File: src/rtl/disp_cpl_arbiter_pkg.sv
`default_nettype none
// ============================================================================
// Module   : disp_cpl_arbiter_pkg
// Brief    : Shared state encodings, requester indices and map constants.
// Revision : 1.0
// ============================================================================
package disp_cpl_arbiter_pkg;

    typedef enum logic [1:0] {
        ST_IDLE = 2'd0,
        ST_FWD  = 2'd1,
        ST_REJ  = 2'd2
    } chanState_t;

    localparam logic        C_R0 = 1'b0;
    localparam logic        C_R1 = 1'b1;

    localparam logic [31:0] C_ADDR_LIMIT = 32'h0000_5000;
    localparam logic [31:0] C_ERR_DATA   = 32'hDEAD_BEEF;

endpackage
`default_nettype wire

File: src/rtl/disp_cpl_chan_arb.sv
`default_nettype none
// ============================================================================
// Module   : disp_cpl_chan_arb
// Brief    : One CPL channel: two-way round-robin grant with local reject path.
// Revision : 1.0
// ============================================================================
module disp_cpl_chan_arb
    import disp_cpl_arbiter_pkg::*;
#(
    parameter logic [31:0] ADDR_LIMIT = C_ADDR_LIMIT
) (
    input  logic        iClock,
    input  logic        iReset,
    input  logic        iReq0Valid,
    input  logic [31:0] iReq0Address,
    input  logic        iReq1Valid,
    input  logic [31:0] iReq1Address,
    output logic        oCplValid,
    output logic [31:0] oCplAddress,
    input  logic        iCplAck,
    output logic        oReq0Ack,
    output logic        oReq1Ack,
    output chanState_t  oState,
    output logic        oGrant,
    output logic        oRejEnter,
    output logic [31:0] oRejAddress,
    output logic        oRejRequester
);

    chanState_t  r_state;
    chanState_t  w_nextState;
    logic        r_grant;
    logic        w_nextGrant;
    logic        r_ptr;
    logic        w_nextPtr;
    logic        w_selReq;
    logic [31:0] w_selAddress;
    logic        w_selLegal;
    logic        w_anyValid;
    logic [31:0] w_grantAddress;
    logic        w_active;
    logic        w_ackNow;

    assign w_anyValid = iReq0Valid | iReq1Valid;

    // Contention resolves through the pointer; a lone requester wins outright.
    always_comb begin
        w_selReq = C_R0;
        if (iReq0Valid && iReq1Valid) begin
            w_selReq = r_ptr;
        end else if (iReq1Valid) begin
            w_selReq = C_R1;
        end
    end

    assign w_selAddress   = (w_selReq == C_R1) ? iReq1Address : iReq0Address;
    assign w_selLegal     = (w_selAddress < ADDR_LIMIT);
    assign w_grantAddress = (r_grant == C_R1) ? iReq1Address : iReq0Address;

    always_ff @(posedge iClock) begin
        if (iReset) begin
            r_state <= ST_IDLE;
            r_grant <= C_R0;
            r_ptr   <= C_R0;
        end else begin
            r_state <= w_nextState;
            r_grant <= w_nextGrant;
            r_ptr   <= w_nextPtr;
        end
    end

    always_comb begin
        w_nextState = r_state;
        w_nextGrant = r_grant;
        w_nextPtr   = r_ptr;
        case (r_state)
            ST_IDLE: begin
                if (w_anyValid) begin
                    w_nextGrant = w_selReq;
                    w_nextState = w_selLegal ? ST_FWD : ST_REJ;
                end
            end
            ST_FWD: begin
                if (iCplAck) begin
                    w_nextState = ST_IDLE;
                    w_nextPtr   = ~r_grant;
                end
            end
            ST_REJ: begin
                w_nextState = ST_IDLE;
                w_nextPtr   = ~r_grant;
            end
            default: begin
                w_nextState = ST_IDLE;
            end
        endcase
    end

    // Outputs are gated by reset so an aborted transfer never completes.
    assign w_active    = ~iReset;
    assign w_ackNow    = w_active & (((r_state == ST_FWD) & iCplAck) | (r_state == ST_REJ));

    assign oCplValid   = w_active & (r_state == ST_FWD);
    assign oCplAddress = oCplValid ? w_grantAddress : 32'h0;
    assign oReq0Ack    = w_ackNow & (r_grant == C_R0);
    assign oReq1Ack    = w_ackNow & (r_grant == C_R1);
    assign oState      = r_state;
    assign oGrant      = r_grant;

    assign oRejEnter     = w_active & (r_state == ST_IDLE) & w_anyValid & ~w_selLegal;
    assign oRejAddress   = w_selAddress;
    assign oRejRequester = w_selReq;

endmodule
`default_nettype wire

File: src/rtl/disp_cpl_arbiter.sv
`default_nettype none
// ============================================================================
// Module   : disp_cpl_arbiter
// Brief    : Host-bridge / dispatch-core arbiter for the CPL register port.
// Revision : 1.0
// ============================================================================
module disp_cpl_arbiter
    import disp_cpl_arbiter_pkg::*;
#(
    parameter logic [31:0] ADDR_LIMIT = C_ADDR_LIMIT,
    parameter logic [31:0] ERR_DATA   = C_ERR_DATA
) (
    input  logic        iClock,
    input  logic        iReset,
    input  logic [31:0] iR0WriteAddress,
    input  logic [31:0] iR0WriteData,
    input  logic        iR0WriteValid,
    output logic        oR0WriteAck,
    input  logic [31:0] iR1WriteAddress,
    input  logic [31:0] iR1WriteData,
    input  logic        iR1WriteValid,
    output logic        oR1WriteAck,
    input  logic [31:0] iR0ReadAddress,
    output logic [31:0] oR0ReadData,
    input  logic        iR0ReadValid,
    output logic        oR0ReadAck,
    input  logic [31:0] iR1ReadAddress,
    output logic [31:0] oR1ReadData,
    input  logic        iR1ReadValid,
    output logic        oR1ReadAck,
    output logic [31:0] oCPLWriteAddress,
    output logic [31:0] oCPLWriteData,
    output logic        oCPLWriteValid,
    input  logic        iCPLWriteAck,
    output logic [31:0] oCPLReadAddress,
    input  logic [31:0] iCPLReadData,
    output logic        oCPLReadValid,
    input  logic        iCPLReadAck,
    output logic        oErrValid,
    output logic [31:0] oErrAddress,
    output logic        oErrIsRead,
    output logic        oErrRequester,
    input  logic        iErrClear
);

    chanState_t  w_wrState;
    logic        w_wrGrant;
    logic        w_wrRejEnter;
    logic [31:0] w_wrRejAddress;
    logic        w_wrRejRequester;
    chanState_t  w_rdState;
    logic        w_rdGrant;
    logic        w_rdRejEnter;
    logic [31:0] w_rdRejAddress;
    logic        w_rdRejRequester;
    logic        w_rdFwd;
    logic        w_rdRej;
    logic [31:0] w_rdRespData;
    logic        w_errTake;

    logic        r_errValid;
    logic [31:0] r_errAddress;
    logic        r_errIsRead;
    logic        r_errRequester;

    disp_cpl_chan_arb #(
        .ADDR_LIMIT (ADDR_LIMIT)
    ) u_wrChan (
        .iClock        (iClock),
        .iReset        (iReset),
        .iReq0Valid    (iR0WriteValid),
        .iReq0Address  (iR0WriteAddress),
        .iReq1Valid    (iR1WriteValid),
        .iReq1Address  (iR1WriteAddress),
        .oCplValid     (oCPLWriteValid),
        .oCplAddress   (oCPLWriteAddress),
        .iCplAck       (iCPLWriteAck),
        .oReq0Ack      (oR0WriteAck),
        .oReq1Ack      (oR1WriteAck),
        .oState        (w_wrState),
        .oGrant        (w_wrGrant),
        .oRejEnter     (w_wrRejEnter),
        .oRejAddress   (w_wrRejAddress),
        .oRejRequester (w_wrRejRequester)
    );

    disp_cpl_chan_arb #(
        .ADDR_LIMIT (ADDR_LIMIT)
    ) u_rdChan (
        .iClock        (iClock),
        .iReset        (iReset),
        .iReq0Valid    (iR0ReadValid),
        .iReq0Address  (iR0ReadAddress),
        .iReq1Valid    (iR1ReadValid),
        .iReq1Address  (iR1ReadAddress),
        .oCplValid     (oCPLReadValid),
        .oCplAddress   (oCPLReadAddress),
        .iCplAck       (iCPLReadAck),
        .oReq0Ack      (oR0ReadAck),
        .oReq1Ack      (oR1ReadAck),
        .oState        (w_rdState),
        .oGrant        (w_rdGrant),
        .oRejEnter     (w_rdRejEnter),
        .oRejAddress   (w_rdRejAddress),
        .oRejRequester (w_rdRejRequester)
    );

    assign oCPLWriteData = (~iReset && (w_wrState == ST_FWD))
                         ? ((w_wrGrant == C_R1) ? iR1WriteData : iR0WriteData)
                         : 32'h0;

    assign w_rdFwd      = ~iReset & (w_rdState == ST_FWD);
    assign w_rdRej      = ~iReset & (w_rdState == ST_REJ);
    assign w_rdRespData = w_rdFwd ? iCPLReadData : (w_rdRej ? ERR_DATA : 32'h0);
    assign oR0ReadData  = (w_rdGrant == C_R0) ? w_rdRespData : 32'h0;
    assign oR1ReadData  = (w_rdGrant == C_R1) ? w_rdRespData : 32'h0;

    // A clear in the same cycle as a new reject makes room for that reject.
    assign w_errTake = (w_wrRejEnter | w_rdRejEnter) & (~r_errValid | iErrClear);

    always_ff @(posedge iClock) begin
        if (iReset) begin
            r_errValid     <= 1'b0;
            r_errAddress   <= 32'h0;
            r_errIsRead    <= 1'b0;
            r_errRequester <= 1'b0;
        end else if (w_errTake) begin
            r_errValid     <= 1'b1;
            r_errAddress   <= w_wrRejEnter ? w_wrRejAddress : w_rdRejAddress;
            r_errIsRead    <= ~w_wrRejEnter;
            r_errRequester <= w_wrRejEnter ? w_wrRejRequester : w_rdRejRequester;
        end else if (iErrClear) begin
            r_errValid     <= 1'b0;
            r_errAddress   <= 32'h0;
            r_errIsRead    <= 1'b0;
            r_errRequester <= 1'b0;
        end
    end

    assign oErrValid     = r_errValid;
    assign oErrAddress   = r_errAddress;
    assign oErrIsRead    = r_errIsRead;
    assign oErrRequester = r_errRequester;

endmodule
`default_nettype wire

File: config.mk
export PLATFORM = sky130hd
export DESIGN_NAME = disp_cpl_arbiter
export DESIGN_NICKNAME = d
export VERILOG_FILES = /design/src/rtl/disp_cpl_arbiter_pkg.sv /design/src/rtl/disp_cpl_chan_arb.sv /design/src/rtl/disp_cpl_arbiter.sv
export SDC_FILE = /design/constraint.sdc
export NUM_CORES = 1
export LEC_CHECK = 0
export BUFFER_PORTS_ARGS = -buffer_cell sky130_fd_sc_hd__buf_2
export CAP_MARGIN = 15
export CORE_AREA = 2 2 171 173
export DETAILED_ROUTE_END_ITERATION = 7
export DIE_AREA = 0 0 173 175
export SLEW_MARGIN = 20
export SYNTH_ARGS = -nofsm -noshare
export SYNTH_HDL_FRONTEND = slang
export SYNTH_SLANG_ARGS = --single-unit
File: constraint.sdc
create_clock -name iClock -period 5.93 [get_ports iClock]
set_input_delay 0.2965 -clock iClock [delete_from_list [all_inputs] [get_ports iClock]]
set_output_delay 0.2965 -clock iClock [all_outputs]
set_load 0.01 [all_outputs]
# ---- After elaboration in Yosys (flattened, before gate mapping)
# Cells that the tools add are included.
dict set report totals {
  register_bits 43
  output_inout_bits 201
  elab_cells 101
}
dict set report op_classes {
  magnitude_cmp 2
  eq_ne 8
  n_mux 36
  n_bitwise 31
  n_reduce_logical 14
}
# cell count
set op_table {}
lappend op_table {{$mux 32} 15}
lappend op_table {{$lt 32x15->1 const B} 2}
lappend op_table {{$and 1x1->1} 18}
lappend op_table {{$mux 2} 6}
lappend op_table {{$reduce_and 2->1} 6}
lappend op_table {{$mux 1} 11}
lappend op_table {{$pmux 2 s2} 2}
lappend op_table {{$not 1->1} 7}
lappend op_table {{$or 1x1->1} 6}
lappend op_table {{$reduce_bool 2->1} 3}
lappend op_table {{$eq 2x1->1 const B} 2}
lappend op_table {{$eq 2x2->1 const B} 2}
lappend op_table {{$logic_not 2->1} 2}
lappend op_table {{$ne 2x1->1 const B} 2}
lappend op_table {{$ne 2x2->1 const B} 2}
lappend op_table {{$pmux 1 s2} 2}
lappend op_table {{$logic_and 1x1->1} 3}

# ---- Longest topological paths before layout
dict set report logic_depth {
  ltp_word 9
  ltp_mapped 9
  depth_no_buf 7
}

# ---- Modules after synthesis
# Synthesis repeated with hierarchy kept, for this count alone.
dict set report hier_totals {
  cells_unflattened 811
  hier_area_um2 5300.1
}
# module instances cells_per_inst area_each_um2
set modules_own_cells {}
lappend modules_own_cells {disp_cpl_arbiter 1 377 2942.8}
lappend modules_own_cells {disp_cpl_chan_arb 2 217 1178.6}

# ---- Least setup slack after synthesis
# Ideal clock, no wire load.
dict set report synth_timing {
  path_kind {input -> register}
  start {input port iR1WriteAddress[29]}
  end {register r_errAddress[0], in the netlist oErrAddress[0]}
  setup_ns 0.072
  t_arrival_ns 1.990
  required_ns 5.858
  path_slack_ns 3.868
  path_stages 8
  n_path_buf 2
  path_cell_list {nor4_1 > nand4_1 > or3_1 > buf_2 > and3_1 > a31oi_4 > buf_8 > mux2i_1}
}
dict set report synth_between {
  elab_chain_cells 7
  word_cells_on_any_way 9
}
# element line_no
set synth_lines {}
lappend synth_lines {{start: declaration} disp_cpl_arbiter.sv:19} ;# input logic [31:0] iR1WriteAddress,
lappend synth_lines {{$mux 32 *} disp_cpl_chan_arb.sv:56} ;# assign w_selAddress = (w_selReq == C_R1) ? iReq1Address : iReq0Address;
lappend synth_lines {{$lt 32x15->1 *} disp_cpl_chan_arb.sv:57} ;# assign w_selLegal = (w_selAddress < ADDR_LIMIT);
lappend synth_lines {{$not 1->1 *} disp_cpl_chan_arb.sv:110} ;# assign oRejEnter = w_active & (r_state == ST_IDLE) & w_anyValid & ~w_selLegal;
lappend synth_lines {{$and 1x1->1 *} disp_cpl_chan_arb.sv:110}
lappend synth_lines {{$or 1x1->1} disp_cpl_arbiter.sv:119} ;# assign w_errTake = (w_wrRejEnter | w_rdRejEnter) & (~r_errValid | iErrClear);
lappend synth_lines {{$and 1x1->1} disp_cpl_arbiter.sv:119}
lappend synth_lines {{$mux 32 or $reduce_bool 2->1 (tied branches)} -}
lappend synth_lines {{end signal: assignment} disp_cpl_arbiter.sv:129} ;# r_errAddress <= w_wrRejEnter ? w_wrRejAddress : w_rdRejAddress;
lappend synth_lines {{end: declaration} disp_cpl_arbiter.sv:62} ;# logic [31:0] r_errAddress;
# Mark *: on every way between the ends. The rest lies on a longest branch, timed or not.
# A chain may end at the register's enable or synchronous reset.

# ---- Worst setup path after layout
dict set report layout_timing {
  start {input port iReset}
  end {register r_errAddress[0], in the netlist oErrAddress[0]}
}
dict set report layout_between {
  elab_chain_cells 7
  word_cells_on_any_way 12
}
# element line_no
set layout_lines {}
lappend layout_lines {{start: declaration} disp_cpl_arbiter.sv:14} ;# input logic iReset,
lappend layout_lines {{$not 1->1} disp_cpl_chan_arb.sv:100} ;# assign w_active = ~iReset;
lappend layout_lines {{$and 1x1->1 (3 in series)} disp_cpl_chan_arb.sv:110}
lappend layout_lines {{$or 1x1->1} disp_cpl_arbiter.sv:119}
lappend layout_lines {{$and 1x1->1} disp_cpl_arbiter.sv:119}
lappend layout_lines {{$mux 32 or $reduce_bool 2->1 (tied branches)} -}
# Parallel ways exist; a longest one is shown, timed or not.

==> metrics.md <==
| Metric | Value |
|---|---|
| Status | completed |
| Number of global-route vias before repair | 6034 |
| Worst setup EP type | flip-flop |
| Worst Setup Slack, final | 3.10 ns |
| Syn nets | 907 |
| Final min period | 2.83 ns |
| Ys async rst share | 0% |
| Worst EP arrival | 3.05 ns |
| First-pass GRT wire length | 35.5 mm |
| Port bufs | 433 |
| Worst R2R End | oErrAddress[0] |
| Die span in x | 173 um |
| Max-cap violations | 0 |
| GPL Wtd Cong | 0.883 |
| DR vias/cell | 4.44 |
| Final Non-Filler Cells | 1452 |
| TritonCTS Buffers | 5 |
| # rows | 62 |
| Post-DP HPWL | 21.1 mm |
| Crit share post-route | 47.7% |
| Wire per inst | 17.2 um |
| Initial antenna violation count | 5 |
| M1 GR Usage | 17.6% |
| Die Height | 175 um |
| Yosys cell types | 35 |
| VDD IR max | 98.9 uV |
| DR pass1 iterations | 5 |
| Most used DFF post-synth | dfxtp_1 |
| Top Ports | 434 |
| Critical path fanouts, max | 50 |
| Largest family of logic cells by synthesized area | multiplexers |
| Worst-margin pin slew | 0.945 ns |
| Part of the power in registers | 31.3% |
| Simple-gate area share of the yosys netlist | 24.9% |
| Max Root-Sink Buffers | 2 |
| CTS tree | done |
| Core area | 28400 um^2 |
| Post-synthesis mux area share | 40.9% |
| Leak pwr | 4.07 nW |
| XOR/XNOR share of the synthesized area | 0.181% |
| Share of cells above drive strength 1 | 46.3% |
| Fin. Hold Viols | 0 |
| Critical path class | primary input to flip-flop |
| Worst hold slack | 0.231 ns |
| FF-to-FF setup slack | 3.12 ns |
| Cells after Synth | 674 |
| DRC viols | 0 |
| Final TNS setup | 0 ns |
| Yosys Warn Count | 0 |
| DIE AREA | 30300 um^2 |
| Post-Syn Area | 4840 um^2 |
| P&R area growth vs syn | 55.3% |
| Starting DRT DRC Count | 259 |
| Grt total ovfl | 0 |
| Power per cell area | 141 nW/um^2 |
| WHS Endpoint | u_wrChan.oState[0] |
| Post-route clock skew | 0.00615 ns |
| Largest net degree at the start of global routing | 67 |
| Hold path depth | 2 |
| Final Max Tran Viols | 0 |
| Final core occ | 26.5% |
| Combinational power share | 39.4% |
| Synth Area in Adders | 0% |
| Worst-Skew Late Latency | 0.29 ns |
| Switching Share | 35.1% |
| Post-synthesis compound-gate area fraction | 10.3% |
| Syn Area/Cell | 7.19 um^2 |
| Reg-to-Reg Start | u_wrChan.oState[0] |
| Post-synth EDFFs | 0 |
| CTS root buf | clkbuf_16 |
| Net count, final | 1297 |
| Count of final setup violators | 0 |
| H-tree depth | 2 |
| Initial Util | 17.1% |
| DP Cell Count | 1441 |
| Via count | 6454 |
| Clock transition at path regs | 0.07 ns |
| Clk pwr share | 29.3% |
| Sw power | 0.373 mW |
| Post-DRT Antenna Nets | 0 |
| CTS Sinks | 43 |
| Nature of the critical path startpoint | primary input |
| Busiest grt layer | met2 |
| Sequential share of the synthesized area | 17.8% |
| Hold_buf cts | 0 |
| Min-delay src | iCPLWriteAck |
| R2R cell count | 7 |
| Synthesized flop and latch total | 43 |
| Fmax | 353 MHz |
| Slew headroom | 37.0% |
| Critical Path RT | 6.15 ns |
| Place WS | 2.79 ns |
| M2 GR Usage | 28.3% |
| Worst hold path class | primary input to flip-flop |
| GR Layer Usage met3 | 2.94% |
| Int Pwr | 0.689 mW |
| Gr usage total | 15.3% |
| Gates resized, CTS repair | 0 |
| RSZ-0062 raised after global routing | false |
| Post-CTS Setup Bufs | 0 |
| Detailed Route WL | 25.0 mm |
-- final cells by class --
class / instances / area (um^2)
inverters: 7 / 26.3
clock buffers: 6 / 150
repair buffers: 443 / 2240
clock inverters: 2 / 16.3
well taps: 384 / 480
fillers: 3169 / 20900
flip-flops and latches: 43 / 866
multi-input cells: 564 / 3730
diodes: 3 / 7.51
-- critical path: stages --
cell and delay [ns]:
buf_2 0.10, buf_4 0.25, nor3_1 0.17, o21ai_0 0.21, a21oi_4 0.69, nand2_1 0.15
inv_1 0.73, o21ai_0 0.23, mux2i_1 0.17
-- metal layers --
layer | vias up | wire [um] | share of wire, %
li1 | 3147 | - | -
met1 | 2965 | 10100 | 40
met2 | 310 | 12500 | 50
met3 | 30 | 1650 | 6.6
met4 | 2 | 708 | 2.8
met5 | - | 8 | 0.032
-- state kept, by name (all words and copies together), names as in the netlist --
signal and cells:
u_wrChan.r_ptr 1, oErrValid 1, u_rdChan.oGrant 1, oErrRequester 1
u_wrChan.oGrant 1, u_rdChan.r_ptr 1, u_rdChan.oState 2, oErrAddress 32
u_wrChan.oState 2, oErrIsRead 1
-- synthesized netlist by cell type, types with 3 or more instances --
cell      instances  area, um^2
nor2_1          184         691
mux2i_1         162        1620
clkbuf_1         43         161
dfxtp_1          43         861
nand2_1          43         161
o21ai_0          37         185
a31oi_1          33         206
mux2_2           32         360
buf_1            13        48.8
nor4_1           13        81.3
nor3_1           11        55.1
and3_1           10        62.6
and2_1            8        50.1
inv_1             7        26.3
a21oi_1           5        25.0
or3_1             4        25.0
buf_8             3        45.0
nand4_1           3        18.8
-- logic make-up (layout without fill, tap and decap cells) --
kind of cell	count (synthesis)	count (layout)
and+or+nand+nor	285	285
buffers and inverters	67	458
other	0	3
AOI/OAI and AO/OA	84	84
DFF	43	43
muxes	194	194
xor gates and xnor gates	1	1
-- power groups by stage --
stage | Combinational (mW) | Sequential [mW] | Clock (mW)
final | 0.418 | 0.333 | 0.312
after global routing | 0.454 | 0.336 | 0.334
after CTS | 0.422 | 0.333 | 0.325
after detailed placement | 0.421 | 0.339 | 0
after global placement | 0.418 | 0.338 | 0
after floorplan | 0.222 | 0.344 | 0
-- layout by cell type (no fill, tap or decap), types with 10 or more instances in the layout --
cell type / netlist / routed
buf_2: 1 / 433
nor2_1: 184 / 183
mux2i_1: 162 / 162
dfxtp_1: 43 / 41
nand2_1: 43 / 40
o21ai_0: 37 / 37
a31oi_1: 33 / 33
mux2_2: 32 / 32
nor4_1: 13 / 13
nor3_1: 11 / 11
and3_1: 10 / 10
buf_4: 0 / 10
-- per-stage QoR --
| step | total power [mW] | area (um^2) |
|---|---|---|
| 2_1_floorplan | 0.566 | 4840 |
| 3_3_place_gp | 0.757 | 7340 |
| 3_5_place_dp | 0.761 | 7350 |
| 4_1_cts | 1.08 | 7520 |
| 5_1_grt | 1.12 | 7520 |
| 6_report | 1.06 | 7520 |
-- how the worst max path moves through the flow --
stage,startpoint,endpoint,slack [ns],cells after the start
global placement,iReset,oErrAddress[1],2.87,9
global route,iReset,oErrAddress[0],2.73,9
finish,iReset,oErrAddress[0],3.10,9
detailed placement,iReset,oErrRequester,2.79,9
floorplan,iR1WriteAddress[29],oErrAddress[0],3.87,8
CTS,u_rdChan.r_ptr,oErrRequester,3.08,7
Power figures use the tool's default switching activity.
